[src/rtl/alu_ctrl_decode_stage.sv]
// rtl/alu_ctrl_decode_stage.sv - RV32I ALU-control decode stage with one registered output slot
//
// Ports:
//   clk, reset         clock and synchronous active-high reset
//   flush              kills the registered bundle and blocks accept this cycle
//   instr, in_valid    instruction word and its valid; in_ready is the accept handshake
//   out_valid          registered bundle valid; out_ready is the downstream accept
//   alu_control        ALU operation code
//   alu_src_imm        1 selects imm as ALU operand b
//   imm                sign-extended immediate
//   rs1, rs2, rd       register indices
//   illegal            bundle holds an unsupported encoding
//   illegal_count      saturating count of accepted illegal instructions
module alu_ctrl_decode_stage #(
    parameter logic [3:0] ILLEGAL_ALU_CTRL = 4'b0010
) (
    input  logic        clk,
    input  logic        reset,
    input  logic        flush,
    input  logic [31:0] instr,
    input  logic        in_valid,
    output logic        in_ready,
    output logic        out_valid,
    input  logic        out_ready,
    output logic [3:0]  alu_control,
    output logic        alu_src_imm,
    output logic [31:0] imm,
    output logic [4:0]  rs1,
    output logic [4:0]  rs2,
    output logic [4:0]  rd,
    output logic        illegal,
    output logic [7:0]  illegal_count
);

    localparam logic [3:0] ALU_AND = 4'b0000;
    localparam logic [3:0] ALU_OR  = 4'b0001;
    localparam logic [3:0] ALU_ADD = 4'b0010;
    localparam logic [3:0] ALU_XOR = 4'b0100;
    localparam logic [3:0] ALU_SLL = 4'b0101;
    localparam logic [3:0] ALU_SUB = 4'b0110;
    localparam logic [3:0] ALU_SLT = 4'b0111;
    localparam logic [3:0] ALU_SRA = 4'b1101;

    logic [6:0]  opcode;
    logic [2:0]  funct3;
    logic [6:0]  funct7;
    logic [31:0] imm_i;
    logic [31:0] imm_s;
    logic [31:0] imm_b;

    logic [3:0]  d_alu;
    logic        d_src_imm;
    logic [31:0] d_imm;
    logic        d_illegal;
    logic        accept;

    assign opcode = instr[6:0];
    assign funct3 = instr[14:12];
    assign funct7 = instr[31:25];
    assign imm_i  = {{20{instr[31]}}, instr[31:20]};
    assign imm_s  = {{20{instr[31]}}, instr[31:25], instr[11:7]};
    assign imm_b  = {{19{instr[31]}}, instr[31], instr[7], instr[30:25], instr[11:8], 1'b0};

    // Start from the illegal bundle; each legal encoding overrides it.
    always_comb begin
        d_alu     = ILLEGAL_ALU_CTRL;
        d_src_imm = 1'b0;
        d_imm     = 32'd0;
        d_illegal = 1'b1;
        case (opcode)
            7'b0110011: begin
                d_illegal = 1'b0;
                case ({funct7, funct3})
                    {7'b0000000, 3'b000}: d_alu = ALU_ADD;
                    {7'b0100000, 3'b000}: d_alu = ALU_SUB;
                    {7'b0000000, 3'b001}: d_alu = ALU_SLL;
                    {7'b0000000, 3'b010}: d_alu = ALU_SLT;
                    {7'b0000000, 3'b100}: d_alu = ALU_XOR;
                    {7'b0100000, 3'b101}: d_alu = ALU_SRA;
                    {7'b0000000, 3'b110}: d_alu = ALU_OR;
                    {7'b0000000, 3'b111}: d_alu = ALU_AND;
                    default: begin
                        d_alu     = ILLEGAL_ALU_CTRL;
                        d_illegal = 1'b1;
                    end
                endcase
            end
            7'b0010011: begin
                d_illegal = 1'b0;
                d_src_imm = 1'b1;
                d_imm     = imm_i;
                case (funct3)
                    3'b000: d_alu = ALU_ADD;
                    3'b010: d_alu = ALU_SLT;
                    3'b100: d_alu = ALU_XOR;
                    3'b110: d_alu = ALU_OR;
                    3'b111: d_alu = ALU_AND;
                    3'b001: if (funct7 == 7'b0000000) d_alu = ALU_SLL;
                            else d_illegal = 1'b1;
                    3'b101: if (funct7 == 7'b0100000) d_alu = ALU_SRA;
                            else d_illegal = 1'b1;
                    default: d_illegal = 1'b1;
                endcase
                // A rejected shift encoding must not leak its immediate.
                if (d_illegal) begin
                    d_alu     = ILLEGAL_ALU_CTRL;
                    d_src_imm = 1'b0;
                    d_imm     = 32'd0;
                end
            end
            7'b0000011: if (funct3 == 3'b010) begin
                d_illegal = 1'b0;
                d_alu     = ALU_ADD;
                d_src_imm = 1'b1;
                d_imm     = imm_i;
            end
            7'b0100011: if (funct3 == 3'b010) begin
                d_illegal = 1'b0;
                d_alu     = ALU_ADD;
                d_src_imm = 1'b1;
                d_imm     = imm_s;
            end
            7'b1100011: if (funct3 == 3'b000) begin
                d_illegal = 1'b0;
                d_alu     = ALU_SUB;
                d_imm     = imm_b;
            end
            default: ;
        endcase
    end

    // Reset also blocks accept, so in_ready is forced low while it is held.
    assign in_ready = !reset && !flush && (!out_valid || out_ready);
    assign accept   = in_valid && in_ready;

    always_ff @(posedge clk) begin
        if (reset) begin
            out_valid     <= 1'b0;
            alu_control   <= ALU_ADD;
            alu_src_imm   <= 1'b0;
            imm           <= 32'd0;
            rs1           <= 5'd0;
            rs2           <= 5'd0;
            rd            <= 5'd0;
            illegal       <= 1'b0;
            illegal_count <= 8'd0;
        end else if (flush) begin
            out_valid <= 1'b0;
        end else if (accept) begin
            out_valid   <= 1'b1;
            alu_control <= d_alu;
            alu_src_imm <= d_src_imm;
            imm         <= d_imm;
            rs1         <= instr[19:15];
            rs2         <= instr[24:20];
            rd          <= instr[11:7];
            illegal     <= d_illegal;
            if (d_illegal && illegal_count != 8'hFF)
                illegal_count <= illegal_count + 8'd1;
        end else if (out_ready) begin
            out_valid <= 1'b0;
        end
    end

endmodule

[config.mk]
export PLATFORM = sky130hd
export DESIGN_NAME = alu_ctrl_decode_stage
export DESIGN_NICKNAME = d
export VERILOG_FILES = /design/src/rtl/alu_ctrl_decode_stage.sv
export SDC_FILE = /design/constraint.sdc
export NUM_CORES = 1
export LEC_CHECK = 0
export CORE_MARGIN = 2
export CORE_UTILIZATION = 23
export CTS_CLUSTER_SIZE = 20
export DETAILED_ROUTE_END_ITERATION = 10
export GPL_TIMING_DRIVEN = 0
export MAX_ROUTING_LAYER = met4
export PLACE_DENSITY = 0.57
export SYNTH_ARGS = -nofsm -noshare
export SYNTH_HDL_FRONTEND = slang
export SYNTH_SLANG_ARGS = --single-unit
export TNS_END_PERCENT = 1
[constraint.sdc]
create_clock -name clk -period 2.8 [get_ports clk]
set_input_delay 0.7 -clock clk [delete_from_list [all_inputs] [get_ports clk]]
set_output_delay 0.7 -clock clk [all_outputs]
set_load 0.01 [all_outputs]
==> flow_summary_export.csv, run 1 <==
group,metric,value,unit
power_and_ir_drop,power,1.31,mW
die,dieWidth,102,um
final_layout,drive_above_1_share,12.0,%
critical_path,worst_ep_required_time,3.03,ns
placed_design,dp_hpwl,5.35,mm
global_routing,grt.overflow.total,0,
detailed_routing,routed_wl,7.09,mm
timing,min_period,2.67,ns
die,die_h,102,um
detailed_routing,ant_nets,0,
worst_hold_path,min_path_type,"flop to flop",
run_status,run_status,"finished, final reports clean",
critical_path,cp-start-kind,"input port",
cts,cts_made_buffers,5,
cts,cts.reportedPaths.clkPinSlew,0.09,ns
detailed_routing,dr.pass1.iters,4,
synth,synthSimpleGateAreaFrac,24.4,%
critical_path,path_cells,"clkdlybuf4s50_1 > nor4_4 > a31oi_1 > o221a_2 > a211oi_4 > buf_6 > o21ai_0 > a21oi_1",
global_routing,grt_max_degree,22,
synth,async_reset_ff_share,0,%
die,rows,35,
die,start_util,23.8,%
die,dieArea,10500,um2
die,io_pins,100,
power_and_ir_drop,powerDensity,373,nW/um2
synth,synth_compound_area_share,24.4,%
final_layout,syn2layout_area_growth,57.8,%
global_routing,globalRouteTotalUtil,13.7,%
final_layout,final_cell_mix,"clkdlybuf4s50_1 (98), nand2_1 (43), dfxtp_1 (43)",
synth,synth.avg_cell_area,8.24,um2
synth,synth_flop_cell,"dfxtp_1",
job,drv_cap,0,
synth,synthesis.nets,308,
synth,synth-adder-area-share,0.562,%
critical_path,crit_path_top_delay_cell,"clkdlybuf4s50_1",
timing,slew_violations,0,
synth,yosysTopAreaCell,"dfxtp_1",
timing,whs,0.458,ns
synth,synth_mux_area_share,0.450,%
placed_design,gp_congestion,0.857,
global_routing,antenna_found_initial,0,
synth,synth_cell_types,59,
critical_path,crit_fanout,10,
cts,max-clock-path-buffers,2,
synth,synthesis.area,2220,um2
synth,ys_ff_latch,43,
timing,slew_headroom,57.8,%
synth,synth_top_area_share,38.7,%
detailed_routing,vias_per_cell,4.66,
critical_path,cp_num_buf_inv,2,
synth,netlist_instances,270,
global_routing,grt_pass1_wl,11.1,mm
cts,clockRootBuffer,"clkbuf_8",
critical_path,critPathTopFamily,"compound AO/OA/AOI/OAI gates",
timing,max_freq,374,MHz
timing,finalSetupViolCount,0,
synth,synth_area_leaders,"dfxtp_1 (39%), nand2_1 (7.3%), buf_4 (6.7%)",
cts,cts_hold_buf,0,
detailed_routing,dr_total_vias,2354,
cts,cts_tree,"done",
final_layout,layout_commonest_cell,"clkdlybuf4s50_1",
cts,postCtsSetupRepairBufs,0,
power_and_ir_drop,leakagePower,1.24,nW
synth,synthXorXnorAreaFrac,0.787,%
timing,fin_crit_sh,95.5,%
detailed_routing,drt_iter0_drc,67,
synth,synth_top_family_by_area,"compound AO/OA/AOI/OAI gates",
final_layout,antennaDiodeCount,0,
timing,rsz0062_at_grt,"yes",
cts,clk_latency,0.30,ns
cts,cts.sinks,43,
detailed_routing,routedWlPerCell,14.0,um
synth,synth_edf_count,0,
critical_path,crit_arrival,2.91,ns
synth,ys_seq_area_share,38.7,%
timing,hold_viol,0,
cts,cts_max_level,2,
synth,ys_warn_count,0,
timing,final.setup_skew,0.00766,ns
global_routing,grt_pass1_vias,2200,
power_and_ir_drop,irDropWorstVdd,0.206,mV
final_layout,nNetsFinal,413,
placed_design,port_buffers,98,
timing,worst-slew-pin-transition,0.626,ns
critical_path,criticalPathCategory,"input port to flop",
die,core-area,9330,um2
detailed_routing,remaining_drc_errors,0,
critical_path,crit_path_max_incr_delay,0.46,ns
critical_path,end_kind,"flop",
## area by class of cell
type,instances,area (um2)
Timing Repair Buffer,98,981
Clock inverter,3,43.8
Clock buffer,5,68.8
Inverter,5,18.8
Fill cell,980,5820
Buffer,35,231
Sequential cell,43,861
Tap cell,129,161
Multi-Input combinational cell,187,1140
## registers in the layout, indices dropped and copies added (netlist names)
register / flops
imm: 13
illegal_count: 8
rd: 5
rs1: 5
rs2: 5
alu_control: 4
alu_src_imm: 1
illegal: 1
out_valid: 1
## power breakdown
group	total (mW)	switching (mW)	internal [mW]
Combinational	0.186	0.0905	0.0958
Clock	0.494	0.228	0.266
Sequential	0.628	0.00642	0.621
Total	1.31	0.325	0.983
## stage by stage
step                      instances  TNS [ns]  instance area [um2]  utilization [%]  setup WS (ns)
final                           505         0                 3510             37.6          0.125
after global routing            505  -0.00198                 3510             37.6       -0.00198
after CTS                       505         0                 3500             37.5         0.0460
after detailed placement        497     -6.73                 3370             36.1         -0.452
after global placement          497     -5.91                 3370             36.1         -0.405
after floorplan                 270         0                 2220                -          0.458
## worst paths after layout
| path | startpoint | end | slack [ns] | cells past startpoint |
|---|---|---|---|---|
| max | instr[27] | illegal_count[1]$_SDFFE_PP0P_ | 0.13 | 8 |
| min | illegal$_SDFFE_PP0P_ | illegal$_SDFFE_PP0P_ | 0.46 | 2 |
| max reg2reg | out_valid$_SDFFE_PP0P_ | illegal_count[5]$_SDFFE_PP0P_ | 0.68 | 7 |
| min reg2reg | illegal$_SDFFE_PP0P_ | illegal$_SDFFE_PP0P_ | 0.46 | 2 |
## synth_stat cells (2+ instances only)
cell type  count
nor3_1         5
nand2_1       43
o41ai_1        3
o311ai_0       3
a21oi_2        2
buf_6          2
dfxtp_1       43
o211ai_1       2
a211oi_1       2
nand4_1        3
a31oi_1        2
o21a_1         2
nor3b_1        2
inv_1          5
buf_4         20
a22o_1         7
or4_1          2
o21ai_0        5
nor2_1        16
or3_1          2
nor2b_1        5
and2_1         3
a22oi_1        5
nand2b_1       3
nand3b_1       2
nand3_1       11
a21oi_1       25
o31ai_1        2
clkbuf_1      12
o21ai_1        2
## per-layer routing
metal	share of wire (%)	global-route usage (%)	vias up
met5	0	-	-
met2	47	23.0	92
met4	0.72	2.77	0
met1	46	16.7	1082
li1	-	-	1174
met3	6.5	3.28	6
## kinds of logic after synthesis
kind of cell / count (synthesis)
simple gates: 106
xor+xnor: 2
flops: 43
mux: 1
buf+inv: 40
compound gates: 77
fa+ha+maj: 1
## worst min-delay path: cells and delay by family, from the launching register on
kind / cells / cell delay (ns)
AO/OA/AOI/OAI: 1 / 0.05
flip-flops: 1 / 0.32
AND/OR/NAND/NOR: 1 / 0.05
## what timing repair did
item / in CTS / in global routing
pin swaps: 0 / 2
gates resized for setup: 2 / 11
endpoints found under the setup margin: 8 / 21
Note: power is estimated with default switching activity, not from simulation.
==> run 2, diff against run 1 <==
--- a/config.mk
+++ b/config.mk
@@ -5,6 +5,7 @@
 export SDC_FILE = /design/constraint.sdc
 export NUM_CORES = 1
 export LEC_CHECK = 0
+export CORE_ASPECT_RATIO = 1.25
 export CORE_MARGIN = 2
 export CORE_UTILIZATION = 23
 export CTS_CLUSTER_SIZE = 20
==> flow_summary_export.csv, run 2 (synthesized netlist as in run 1, its figures left out) <==
group,metric,value,unit
critical_path,crit_path_max_incr_delay,0.57,ns
placed_design,dpl-instance-area,3360,um2
timing,slew_headroom,54.4,%
critical_path,rr_endpoint,"illegal_count[2]$_SDFFE_PP0P_",
placed_design,dp_hpwl,5.26,mm
critical_path,worst_ep_required_time,3.01,ns
power_and_ir_drop,powerDensity,418,nW/um2
final_layout,drive_above_1_share,10.9,%
timing,worst-slew-pin-transition,0.677,ns
cts,cts.reportedPaths.clkPinSlew,0.06,ns
global_routing,antenna_found_initial,0,
die,die_h,114,um
global_routing,grt.overflow.total,0,
detailed_routing,routedWlPerCell,13.6,um
cts,cts.sinks,43,
power_and_ir_drop,irDropWorstVdd,0.267,mV
final_layout,layout_commonest_cell,"clkdlybuf4s50_1",
detailed_routing,routed_wl,6.81,mm
critical_path,crit_arrival,2.96,ns
critical_path,criticalPathCategory,"input port to flop",
critical_path,crit_path_top_delay_cell,"clkdlybuf4s50_1",
final_layout,nNetsFinal,413,
final_layout,syn2layout_area_growth,59.8,%
cts,cts_made_buffers,5,
worst_hold_path,holdPathStages,2,
critical_path,crit_fanout,10,
cts,postCtsSetupRepairBufs,0,
detailed_routing,remaining_drc_errors,0,
worst_hold_path,min_path_type,"flop to flop",
detailed_routing,vias_per_cell,4.60,
timing,final.setup_skew,0.00182,ns
final_layout,final_cell_mix,"clkdlybuf4s50_1 (98), nand2_1 (43), dfxtp_1 (43)",
power_and_ir_drop,leakagePower,1.25,nW
timing,finalSetupViolCount,0,
timing,fin_crit_sh,98.0,%
placed_design,port_buffers,98,
detailed_routing,drt_iter0_drc,105,
final_layout,reg.largest.list,"imm x13, illegal_count x8",
cts,max-clock-path-buffers,2,
cts,cts_max_level,2,
detailed_routing,ant_nets,0,
timing,max_freq,365,MHz
final_layout,top_register,"imm",
global_routing,grt_pass1_vias,2257,
cts,clockRootBuffer,"clkbuf_16",
final_layout,final_cell_area,3550,um2
final_layout,largest_reg_flops,13,
cts,cts_hold_buf,0,
job,drv_cap,0,
die,start_util,23.4,%
worst_hold_path,hold-path-endpoint,"rd[3]$_SDFFE_PP0P_",
global_routing,grt_pass1_wl,11.2,mm
critical_path,ff2ff_setup_slack,0.68,ns
run_status,run_status,"finished, final reports clean",
die,io_pins,100,
critical_path,r2r-start,"out_valid$_SDFFE_PP0P_",
die,dieWidth,92.0,um
timing,layout_setup_ws,0.0572,ns
critical_path,end_kind,"flop",
detailed_routing,dr.pass1.iters,4,
global_routing,globalRouteTotalUtil,13.5,%
cts,clk_latency,0.28,ns
critical_path,cp-start-kind,"input port",
timing,slew_violations,0,
placed_design,gp_congestion,0.823,
timing,rsz0062_at_grt,"yes",
worst_hold_path,hp-start,"rd[3]$_SDFFE_PP0P_",
cts,cts_tree,"done",
critical_path,path_cells,"clkdlybuf4s50_1 > clkbuf_1 > a31oi_1 > o221a_2 > a211oi_4 > buf_4 > o21ai_0 > a21oi_1",
die,rows,40,
placed_design,dp_worst_setup_slack,-0.407,ns
global_routing,grt_max_degree,22,
timing,min_period,2.74,ns
detailed_routing,dr_total_vias,2307,
die,dieArea,10500,um2
timing,hold_viol,0,
final_layout,antennaDiodeCount,0,
final_layout,fill_cells,980,
critical_path,reg2regPathDepth,8,
die,core-area,9510,um2
[run 2: changes by cell type in the layout (fill, tap and decap cells not counted)]
cell       delta
buf_6         -1
clkbuf_16     +5
buf_1         +1
clkbuf_8      -5
buf_4         +1
clkbuf_1      +3
clkbuf_2      -4
[run 2: worst max path at each step]
stage / startpoint / to / slack (ns) / cells after the start
6_report: instr[13] / illegal_count[1]$_SDFFE_PP0P_ / 0.06 / 8
5_1_grt: instr[14] / illegal_count[1]$_SDFFE_PP0P_ / -0.10 / 8
4_1_cts: instr[30] / illegal_count[6]$_SDFFE_PP0P_ / 0.06 / 8
3_5_place_dp: instr[25] / illegal_count[6]$_SDFFE_PP0P_ / -0.41 / 8
3_3_place_gp: instr[25] / illegal_count[6]$_SDFFE_PP0P_ / -0.39 / 8
2_1_floorplan: reset / illegal_count[5]$_SDFFE_PP0P_ / 0.46 / 7
[run 2: per-stage QoR]
| step | cells | power, mW | utilization [%] | hold slack [ns] | setup TNS [ns] |
|---|---|---|---|---|---|
| finish | 502 | 1.49 | 37.4 | 0.454 | 0 |
| global route | 502 | 1.54 | 37.4 | 0.476 | -0.351 |
| CTS | 502 | 1.50 | 37.3 | 0.457 | 0 |
| detailed placement | 494 | 0.823 | 35.4 | 0.448 | -5.53 |
| global placement | 494 | 0.822 | 35.4 | 0.442 | -4.81 |
| floorplan | 270 | 0.720 | - | 0.476 | 0 |
[run 2: what timing repair did]
action / CTS / global route
pin swaps: 0 / 0
gates resized for setup: 2 / 3
setup endpoints to repair: 8 / 11
[run 2: critical path: cells and delay by family]
family                 cells  cell delay, ns
buffers and inverters      3            1.19
AOI/OAI and AO/OA          5            1.06
[run 2: final cells by class]
class | count | area (um2) | area share, %
buffer | 35 | 223 | 6.27
multi-input combinational | 187 | 1140 | 32.2
clock buffer | 5 | 125 | 3.52
clock inverter | 3 | 43.8 | 1.23
sequential | 43 | 861 | 24.2
tap | 126 | 158 | 4.44
inverter | 5 | 18.8 | 0.528
timing repair buffer | 98 | 981 | 27.6
[run 2: report_power, final]
group | internal, mW | switching (mW) | total [mW] | leakage, nW
sequential | 0.622 | 0.00633 | 0.628 | 0.348
combinational | 0.0947 | 0.0881 | 0.183 | 0.818
clock | 0.421 | 0.254 | 0.675 | 0.0838
total | 1.14 | 0.349 | 1.49 | 1.25
[run 2: metal layers]
metal,vias up,track usage [%],part of all wire (%)
met5,-,-,0
met4,0,3.48,1.3
met3,9,3.50,5.9
met2,65,22.6,49
met1,1066,16.3,44
li1,1167,-,-
